--- src/rtl/key_repeat.sv ---
// ============================================================================
// key_repeat
// ----------------------------------------------------------------------------
// Turns the debounced, held-level button signal into single-cycle key events
// for the calculator control FSM. A new press gives one press pulse. If the
// button stays down, the first auto-repeat comes REPEAT_DELAY cycles later and
// the following repeats come every REPEAT_RATE cycles. The block also reports
// the end of a hold, a held flag and a saturating repeat count, which the
// control FSM uses for digit entry and acceleration.
//
// A button that is already down when reset is released produces no event
// until it has been seen released once (WAIT_REL state).
//
// Ports:
//   clk          system clock
//   rst_n        asynchronous reset, active-low
//   deb          debounced button level, synchronous to clk, 1 = pressed
//   key_evt      one-cycle pulse: press OR repeat
//   press        one-cycle pulse on a new press
//   rpt          one-cycle pulse on each auto-repeat
//   release_evt  one-cycle pulse when a tracked hold ends. The port is not
//                called "release" because that word is a reserved keyword.
//   held         1 while the FSM is in DELAY or REPEAT
//   rpt_cnt      repeats since the last press, saturating at 255
//
// Parameters:
//   REPEAT_DELAY  cycles from the press pulse to the first repeat (>= 1)
//   REPEAT_RATE   cycles between later repeat pulses (>= 1)
//   REPEAT_EN     1 = auto-repeat on; 0 = no repeats, the hold is still tracked
//   CNT_W         timer width, must hold max(REPEAT_DELAY, REPEAT_RATE) - 1
//
// All outputs are registered. Each one is computed from the next-state
// decision and loaded on the same edge as the state register, so the pulses,
// held and rpt_cnt always line up with the state they describe.
// ============================================================================
module key_repeat #(
    parameter int REPEAT_DELAY = 50000000,
    parameter int REPEAT_RATE  = 10000000,
    parameter int REPEAT_EN    = 1,
    parameter int CNT_W        = 27
) (
    input  logic       clk,
    input  logic       rst_n,
    input  logic       deb,
    output logic       key_evt,
    output logic       press,
    output logic       rpt,
    output logic       release_evt,
    output logic       held,
    output logic [7:0] rpt_cnt
);

    typedef enum logic [1:0] {
        WAIT_REL = 2'd0,   // waiting for the first release after reset
        IDLE     = 2'd1,   // button up, ready for a press
        DELAY    = 2'd2,   // held, counting toward the first repeat
        REPEAT   = 2'd3    // held, repeating at the fixed rate
    } state_t;

    // Terminal timer values. The timer counts 0 .. N-1, so a terminal count
    // is reached exactly N cycles after the timer was last cleared.
    localparam logic [CNT_W-1:0] DELAY_LAST = CNT_W'(REPEAT_DELAY - 1);
    localparam logic [CNT_W-1:0] RATE_LAST  = CNT_W'(REPEAT_RATE - 1);
    localparam logic [7:0]       CNT_MAX    = 8'd255;

    state_t           state;
    state_t           state_nxt;
    logic [CNT_W-1:0] timer;
    logic [CNT_W-1:0] timer_nxt;

    // Next values of the registered outputs.
    logic       press_nxt;
    logic       rpt_nxt;
    logic       release_nxt;
    logic       held_nxt;
    logic       key_evt_nxt;
    logic [7:0] rpt_cnt_nxt;

    // ------------------------------------------------------------------------
    // State register. The timer and all outputs are loaded here too, so every
    // output is a flop.
    // ------------------------------------------------------------------------
    // NOTE: sequential state uses non-blocking assignments so every flop
    // samples the values from before the edge, whatever order the statements
    // are in.
    always_ff @(posedge clk or negedge rst_n) begin
        if (!rst_n) begin
            state       <= WAIT_REL;
            timer       <= '0;
            press       <= 1'b0;
            rpt         <= 1'b0;
            release_evt <= 1'b0;
            held        <= 1'b0;
            key_evt     <= 1'b0;
            rpt_cnt     <= 8'd0;
        end else begin
            state       <= state_nxt;
            timer       <= timer_nxt;
            press       <= press_nxt;
            rpt         <= rpt_nxt;
            release_evt <= release_nxt;
            held        <= held_nxt;
            key_evt     <= key_evt_nxt;
            rpt_cnt     <= rpt_cnt_nxt;
        end
    end

    // ------------------------------------------------------------------------
    // Next-state and timer logic. This also decides the pulse conditions,
    // because they are properties of the transition that is taken.
    // ------------------------------------------------------------------------
    // NOTE: every variable gets a default value at the top of the block, so
    // no path leaves one unassigned and no latch is inferred.
    always_comb begin
        state_nxt   = state;
        timer_nxt   = timer;
        press_nxt   = 1'b0;
        rpt_nxt     = 1'b0;
        release_nxt = 1'b0;

        case (state)
            WAIT_REL: begin
                if (!deb) begin
                    state_nxt = IDLE;
                end
            end

            IDLE: begin
                if (deb) begin
                    state_nxt = DELAY;
                    timer_nxt = '0;
                    press_nxt = 1'b1;
                end
            end

            DELAY: begin
                // A release seen on the terminal cycle wins over the repeat.
                if (!deb) begin
                    state_nxt   = IDLE;
                    release_nxt = 1'b1;
                end else if ((REPEAT_EN != 0) && (timer == DELAY_LAST)) begin
                    state_nxt = REPEAT;
                    timer_nxt = '0;
                    rpt_nxt   = 1'b1;
                end else if (timer != DELAY_LAST) begin
                    // With repeat disabled the timer parks at its terminal
                    // value and the FSM stays in DELAY for the whole hold.
                    timer_nxt = timer + 1'b1;
                end
            end

            REPEAT: begin
                if (!deb) begin
                    state_nxt   = IDLE;
                    release_nxt = 1'b1;
                end else if (timer == RATE_LAST) begin
                    timer_nxt = '0;
                    rpt_nxt   = 1'b1;
                end else begin
                    timer_nxt = timer + 1'b1;
                end
            end

            default: begin
                state_nxt = WAIT_REL;
                timer_nxt = '0;
            end
        endcase
    end

    // ------------------------------------------------------------------------
    // Output logic: values that go into the output flops.
    // ------------------------------------------------------------------------
    always_comb begin
        key_evt_nxt = press_nxt | rpt_nxt;

        // held follows the state being entered, so it rises together with
        // press and falls together with release_evt.
        held_nxt = (state_nxt == DELAY) || (state_nxt == REPEAT);

        // The count is cleared only by a press and keeps its value after a
        // release, so the control FSM can still read it.
        rpt_cnt_nxt = rpt_cnt;
        if (press_nxt) begin
            rpt_cnt_nxt = 8'd0;
        end else if (rpt_nxt && (rpt_cnt != CNT_MAX)) begin
            rpt_cnt_nxt = rpt_cnt + 8'd1;
        end
    end

endmodule

--- config.mk ---
export PLATFORM = sky130hd
export DESIGN_NAME = key_repeat
export DESIGN_NICKNAME = d
export VERILOG_FILES = /design/src/rtl/key_repeat.sv
export SDC_FILE = /design/constraint.sdc
export NUM_CORES = 1
export LEC_CHECK = 0
export CAP_MARGIN = 15
export CELL_PAD_IN_SITES_DETAIL_PLACEMENT = 1
export CELL_PAD_IN_SITES_GLOBAL_PLACEMENT = 1
export CORE_MARGIN = 2
export CORE_UTILIZATION = 43
export CTS_BUF_LIST = sky130_fd_sc_hd__clkbuf_2 sky130_fd_sc_hd__clkbuf_4 sky130_fd_sc_hd__clkbuf_8
export DETAILED_ROUTE_END_ITERATION = 8
export PLACE_DENSITY_LB_ADDON = 0.12
export SLEW_MARGIN = 40
export SYNTH_ARGS = -nofsm -noshare
export SYNTH_HDL_FRONTEND = slang
export SYNTH_SLANG_ARGS = --single-unit
--- constraint.sdc ---
create_clock -name clk -period 2.35 [get_ports clk]
set_input_delay 0.235 -clock clk [delete_from_list [all_inputs] [get_ports clk]]
set_output_delay 0.235 -clock clk [all_outputs]
set_load 0.005 [all_outputs]
==> flow_summary.ini, run 1 <==
[setup_path]
crit_type = reg -> reg
start_kind = flip-flop
crit_path_end_kind = flip-flop
max_stage_delay_ns = 0.54
cp_max_fo = 3
crit_required_ns = 2.53
slowest_stage = or4b_4
path_cells = or4b_4 -> or4_4 -> a211o_4 -> buf_6 -> nor4_4 -> mux2_4
cp.arrival_ns = 2.63

[detailed_routing]
wirelength_um = 7187
dr.max_layer_used = met4
drtPass1Iterations = 4
routed-via-count = 2264
wire_per_inst_um = 18.29
wl_met2_um = 3629
drtIter0Drc = 113
met1_length_um = 3217
vias_per_cell = 5.761
wl_met3_um = 217
antenna_left = 0
drcViolationCount = 0

[job]
drv_cap = 0

[timing]
period_share_pct = 104.3
worst_slack_ns = -0.1014
grt_setup_unrepaired = yes
relSlewSlack_pct = 59.80
setup_violations = 23
fin_crit_ns = 2.451
hold_viol = 0
tightestPinTransition_ns = 0.6007
skew_ns = 0.006264
fmax_ghz = 0.4079
report.final.slew_viol_count = 0
hold_ws_ns = 0.4648

[placed_design]
dpl_worst_slack_ns = -0.06629
gp_congestion = 0.8063
dpl.hpwl_um = 4992
port_buffers = 15

[grt]
grt_pass1_vias = 2249
grt_max_degree = 43
antenna_found_initial = 0
grt_overflow_total = 0
grt_pass1_wl_um = 11230
track_usage_pct = 23.42

[clocking]
cts_inserted_buffers = 5
cts_sinks = 42
cts_root_buf = clkbuf_8
htree_num_levels = 2
clk_path_buf_depth = 2
worstSkewPairLatency_ns = 0.29
clk_pin_slew_ns = 0.08
cts_tree = yes

[synthesis]
synthSimpleGateAreaFrac_pct = 26.27
synth_compound_area_share_pct = 15.94
ys.flop_type = dfrtp_1
synth_top_family_by_area = simple AND/OR/NAND/NOR gates
synth_adder_area_share_pct = 3.671
syn-num-nets = 269
synth_area_um2 = 2386
seq_area_frac_synth_pct = 44.05
ys_ff_latch = 42
synth-xor-area-share_pct = 5.873
syn_inst = 259
yosysUniqueCellTypes = 48
yosys_warnings = 0
muxShareOfSynthArea_pct = 0.9439
synth-edff-count = 0
syn_area_per_cell_um2 = 9.213
synthArstFlopShare_pct = 100.0

[layout]
antennaDiodeCount = 0
final_cell_mix = buf_4 (42), dfrtp_1 (42), nand2_1 (19)
finalNetCount = 331
areaGrowthSynthToFinish_pct = 35.97
final_util_pct = 59.65
drive_gt1_share_pct = 26.79

[power]
swShare_pct = 36.05
peakVddDrop_mv = 0.4850
p_leak_nw = 1.316
clkPwrFrac_pct = 25.0
switching_power_mw = 0.8407
p_int_mw = 1.491
p_per_area_nw_per_um2 = 718.7
comb_power_share_pct = 40.3
seqPwrFrac_pct = 34.8

[die]
fp.dieArea_um2 = 6161
die_x_um = 78.49
pin_count = 16
row_count = 27
die_y_um = 78.49
start_util_pct = 43.87
core-area_um2 = 5439

[run_status]
violations = negative setup slack
outcome = complete, but fails checks

[worst_hold_path]
hold_class = in -> async
[cells in the mapped netlist, types with 7 or more instances]
cell type	n	area [um2]
nand2_1	19	71.32
nor2_1	24	90.09
nand4_1	7	43.79
a21oi_1	12	60.06
nor3_1	8	40.04
inv_1	12	45.04
dfrtp_1	42	1051
ha_1	7	87.58
o21ai_0	15	75.07
nand3_1	15	75.07
xnor2_1	12	105.1
nor4_1	8	50.05
[metrics by stage]
| stage | power, mW | area [um2] | setup TNS (ns) | std cells |
|---|---|---|---|---|
| global route | 2.461 | 3244 | -2.301 | 393 |
| global placement | 1.560 | 2923 | -0.1647 | 381 |
| finish | 2.332 | 3244 | -0.6737 | 393 |
| floorplan | 1.207 | 2396 | -0.2315 | 259 |
| detailed placement | 1.595 | 2925 | -0.8647 | 381 |
| CTS | 2.246 | 3110 | -0.1269 | 389 |
[repair_timing]
| item | in CTS | in global routing |
|---|---|---|
| setup buffers | 0 | 3 |
| endpoints found under the setup margin | 27 | 33 |
| hold buffers | 1 | 0 |
| gates resized for setup | 15 | 32 |
| cloned | 0 | 1 |
| pin swaps | 4 | 13 |
| endpoints found under the hold margin | 42 | 0 |
[critical path: cells and delay by family, from the launching register on]
| kind | cells | cell delay (ns) |
|---|---|---|
| mux | 1 | 0.33 |
| buf+inv | 1 | 0.13 |
| simple gates | 3 | 1.18 |
| compound gates | 1 | 0.30 |
| flops | 1 | 0.39 |
[area by class of cell]
| class | count | area, um2 |
|---|---|---|
| tap | 72 | 90.09 |
| clock buffer | 6 | 82.58 |
| clock inverter | 1 | 30.03 |
| timing repair buffer | 63 | 533.0 |
| fill | 618 | 2195 |
| sequential | 42 | 1051 |
| inverter | 12 | 45.04 |
| multi-input combinational | 197 | 1413 |
[flip-flops by register name, indices dropped and copies added, names as in the netlist]
| register | flops |
|---|---|
| timer | 27 |
| rpt_cnt | 8 |
| state | 2 |
| held | 1 |
| key_evt | 1 |
| press | 1 |
| release_evt | 1 |
| rpt | 1 |
[logic make-up after synthesis]
group | Yosys count
compound gates | 56
xor+xnor | 16
fa+ha+maj | 7
buf+inv | 20
flops | 42
mux | 2
simple gates | 116
[per-layer routing]
metal	global-route usage [%]	up-vias
met5	0	-
met4	6.491	0
met3	3.448	13
met2	40.09	49
met1	30.98	1128
li1	-	1074
[power groups by stage]
stage | registers [mW] | logic, mW | clock network, mW
after detailed placement | 0.826 | 0.768 | 0
final | 0.811 | 0.939 | 0.582
after floorplan | 0.829 | 0.378 | 0
after CTS | 0.811 | 0.834 | 0.601
after global placement | 0.820 | 0.740 | 0
after global routing | 0.816 | 1.02 | 0.627
[path summary, 6_finish.rpt]
| path | to | cells past startpoint | slack (ns) | startpoint |
|---|---|---|---|---|
| worst min-delay path | timer[23] | 2 | 0.46 | rst_n |
| min in group clk | timer[26] | 2 | 0.58 | timer[26] |
| worst max-delay path | rpt_cnt[5] | 6 | -0.10 | timer[11] |
| max in group asynchronous | timer[17] | 2 | 1.50 | rst_n |
| worst max register to register | rpt_cnt[5] | 6 | -0.10 | timer[11] |
| worst min register to register | timer[26] | 2 | 0.58 | timer[26] |
No activity file was read; power rests on OpenSTA's default activity.
==> run 2: changes to the inputs <==
--- a/config.mk
+++ b/config.mk
@@ -5,14 +5,15 @@
 export SDC_FILE = /design/constraint.sdc
 export NUM_CORES = 1
 export LEC_CHECK = 0
-export CAP_MARGIN = 15
 export CELL_PAD_IN_SITES_DETAIL_PLACEMENT = 1
 export CELL_PAD_IN_SITES_GLOBAL_PLACEMENT = 1
 export CORE_MARGIN = 2
 export CORE_UTILIZATION = 43
 export CTS_BUF_LIST = sky130_fd_sc_hd__clkbuf_2 sky130_fd_sc_hd__clkbuf_4 sky130_fd_sc_hd__clkbuf_8
+export CTS_CLUSTER_SIZE = 28
 export DETAILED_ROUTE_END_ITERATION = 8
 export PLACE_DENSITY_LB_ADDON = 0.12
+export SETUP_SLACK_MARGIN = 0.2
 export SLEW_MARGIN = 40
 export SYNTH_ARGS = -nofsm -noshare
 export SYNTH_HDL_FRONTEND = slang
==> flow_summary.ini, run 2 (synthesis results as in run 1) <==
[run_status]
outcome = complete, but fails checks
violations = negative setup slack

[timing]
tightestPinTransition_ns = 0.5546
worst_slack_ns = -0.09432
fmax_ghz = 0.4091
grt_setup_unrepaired = yes
fin_crit_ns = 2.444
report.final.slew_viol_count = 0
setup_violations = 7
hold_viol = 0
period_share_pct = 104.0
hold_ws_ns = 0.4617
skew_ns = 0.007517
relSlewSlack_pct = 63.03

[clocking]
cts_inserted_buffers = 5
cts_root_buf = clkbuf_8
clk_pin_slew_ns = 0.08
clk_path_buf_depth = 2
htree_num_levels = 2
cts_tree = yes
worstSkewPairLatency_ns = 0.30
cts_sinks = 42

[detailed_routing]
drtPass1Iterations = 4
wire_per_inst_um = 17.10
antenna_left = 0
vias_per_cell = 5.662
wirelength_um = 6685
drcViolationCount = 0
drtIter0Drc = 90
routed-via-count = 2214

[setup_path]
cp.arrival_ns = 2.63
max_stage_delay_ns = 0.54
cpLargestDelayFamily = simple AND/OR/NAND/NOR gates
crit_required_ns = 2.53
crit_type = reg -> reg
start_kind = flip-flop
cp_max_fo = 5
path_buf_inv = 0
slowest_stage = or4b_4
path_cells = or4b_4 -> or4_4 -> a211o_4 -> nor4_4 -> mux2_4
crit_path_end_kind = flip-flop

[grt]
antenna_found_initial = 0
grt_max_degree = 43
grt_pass1_vias = 2203
track_usage_pct = 22.23
grt_overflow_total = 0
grt_pass1_wl_um = 10780

[layout]
final_cell_mix = buf_4 (43), dfrtp_1 (42), nor2_1 (24)
drive_gt1_share_pct = 22.57
top_regs = timer x27, rpt_cnt x8, state x2
fill_cells = 625
regMostFlops = timer
finalNetCount = 329
finalNonFillerCells = 391
antennaDiodeCount = 0
largest_register_ffs = 27
areaGrowthSynthToFinish_pct = 31.41
final_common_cell = buf_4

[die]
core-area_um2 = 5439
fp.dieArea_um2 = 6161
pin_count = 16
row_count = 27
die_x_um = 78.49
start_util_pct = 43.87
die_y_um = 78.49

[power]
peakVddDrop_mv = 0.3333
p_leak_nw = 1.307
p_per_area_nw_per_um2 = 685.3

[worst_hold_path]
hold_class = in -> async

[placed_design]
dpl.hpwl_um = 4671
port_buffers = 15
gp_congestion = 0.7974
placed_cells = 377

[job]
drv_cap = 0
[run 2: routing by layer]
layer | vias to the layer above | global-route usage [%] | part of all wire [%]
li1 | 1076 | - | -
met1 | 1099 | 30.05 | 47
met2 | 32 | 37.07 | 49
met3 | 7 | 3.333 | 2.8
met4 | 0 | 6.491 | 1.2
met5 | - | 0 | 0
[run 2: metrics by stage]
step | TNS, ns | util (%) | instance area (um2) | setup WS (ns) | power [mW]
2_1_floorplan | -0.2315 | - | 2424 | -0.1231 | 1.268
3_3_place_gp | -0.2173 | 53.74 | 2923 | -0.09023 | 1.595
3_5_place_dp | -0.5422 | 53.78 | 2925 | -0.1457 | 1.608
4_1_cts | -0.3187 | 56.73 | 3085 | -0.07879 | 2.139
5_1_grt | -2.565 | 57.65 | 3136 | -0.1530 | 2.278
6_report | -0.4416 | 57.65 | 3136 | -0.09432 | 2.149
[run 2: final timing paths]
kind | from | endpoint | slack (ns) | cells past startpoint
setup / recovery | timer[11] | rpt_cnt[5] | -0.09 | 5
hold / removal | rst_n | rpt_cnt[2] | 0.46 | 2
setup reg to reg | timer[11] | rpt_cnt[5] | -0.09 | 5
hold reg to reg | timer[26] | timer[26] | 0.55 | 2
max in group asynchronous | rst_n | timer[10] | 1.50 | 2
min in group clk | timer[26] | timer[26] | 0.55 | 2
[run 2: area by class of cell]
class / instances / area (um2) / share of cell area (%)
clock buffer: 7 / 83.83 / 2.674
timing repair buffer: 61 / 515.5 / 16.44
inverter: 12 / 45.04 / 1.437
multi-input combinational: 197 / 1350 / 43.06
sequential: 42 / 1051 / 33.52
tap: 72 / 90.09 / 2.873
[run 2: power breakdown]
part,internal [mW],switching (mW)
combinational,0.367,0.485
sequential,0.775,0.0378
clock,0.228,0.255
total,1.37,0.778
[run 2: what timing repair did]
| action | CTS | global route |
|---|---|---|
| resized for setup | 13 | 7 |
| hold buffers | 1 | 0 |
| endpoints found under the hold margin | 42 | 0 |
| pin swaps | 6 | 1 |
| setup buffers | 3 | 3 |
| setup endpoints to repair | 36 | 38 |
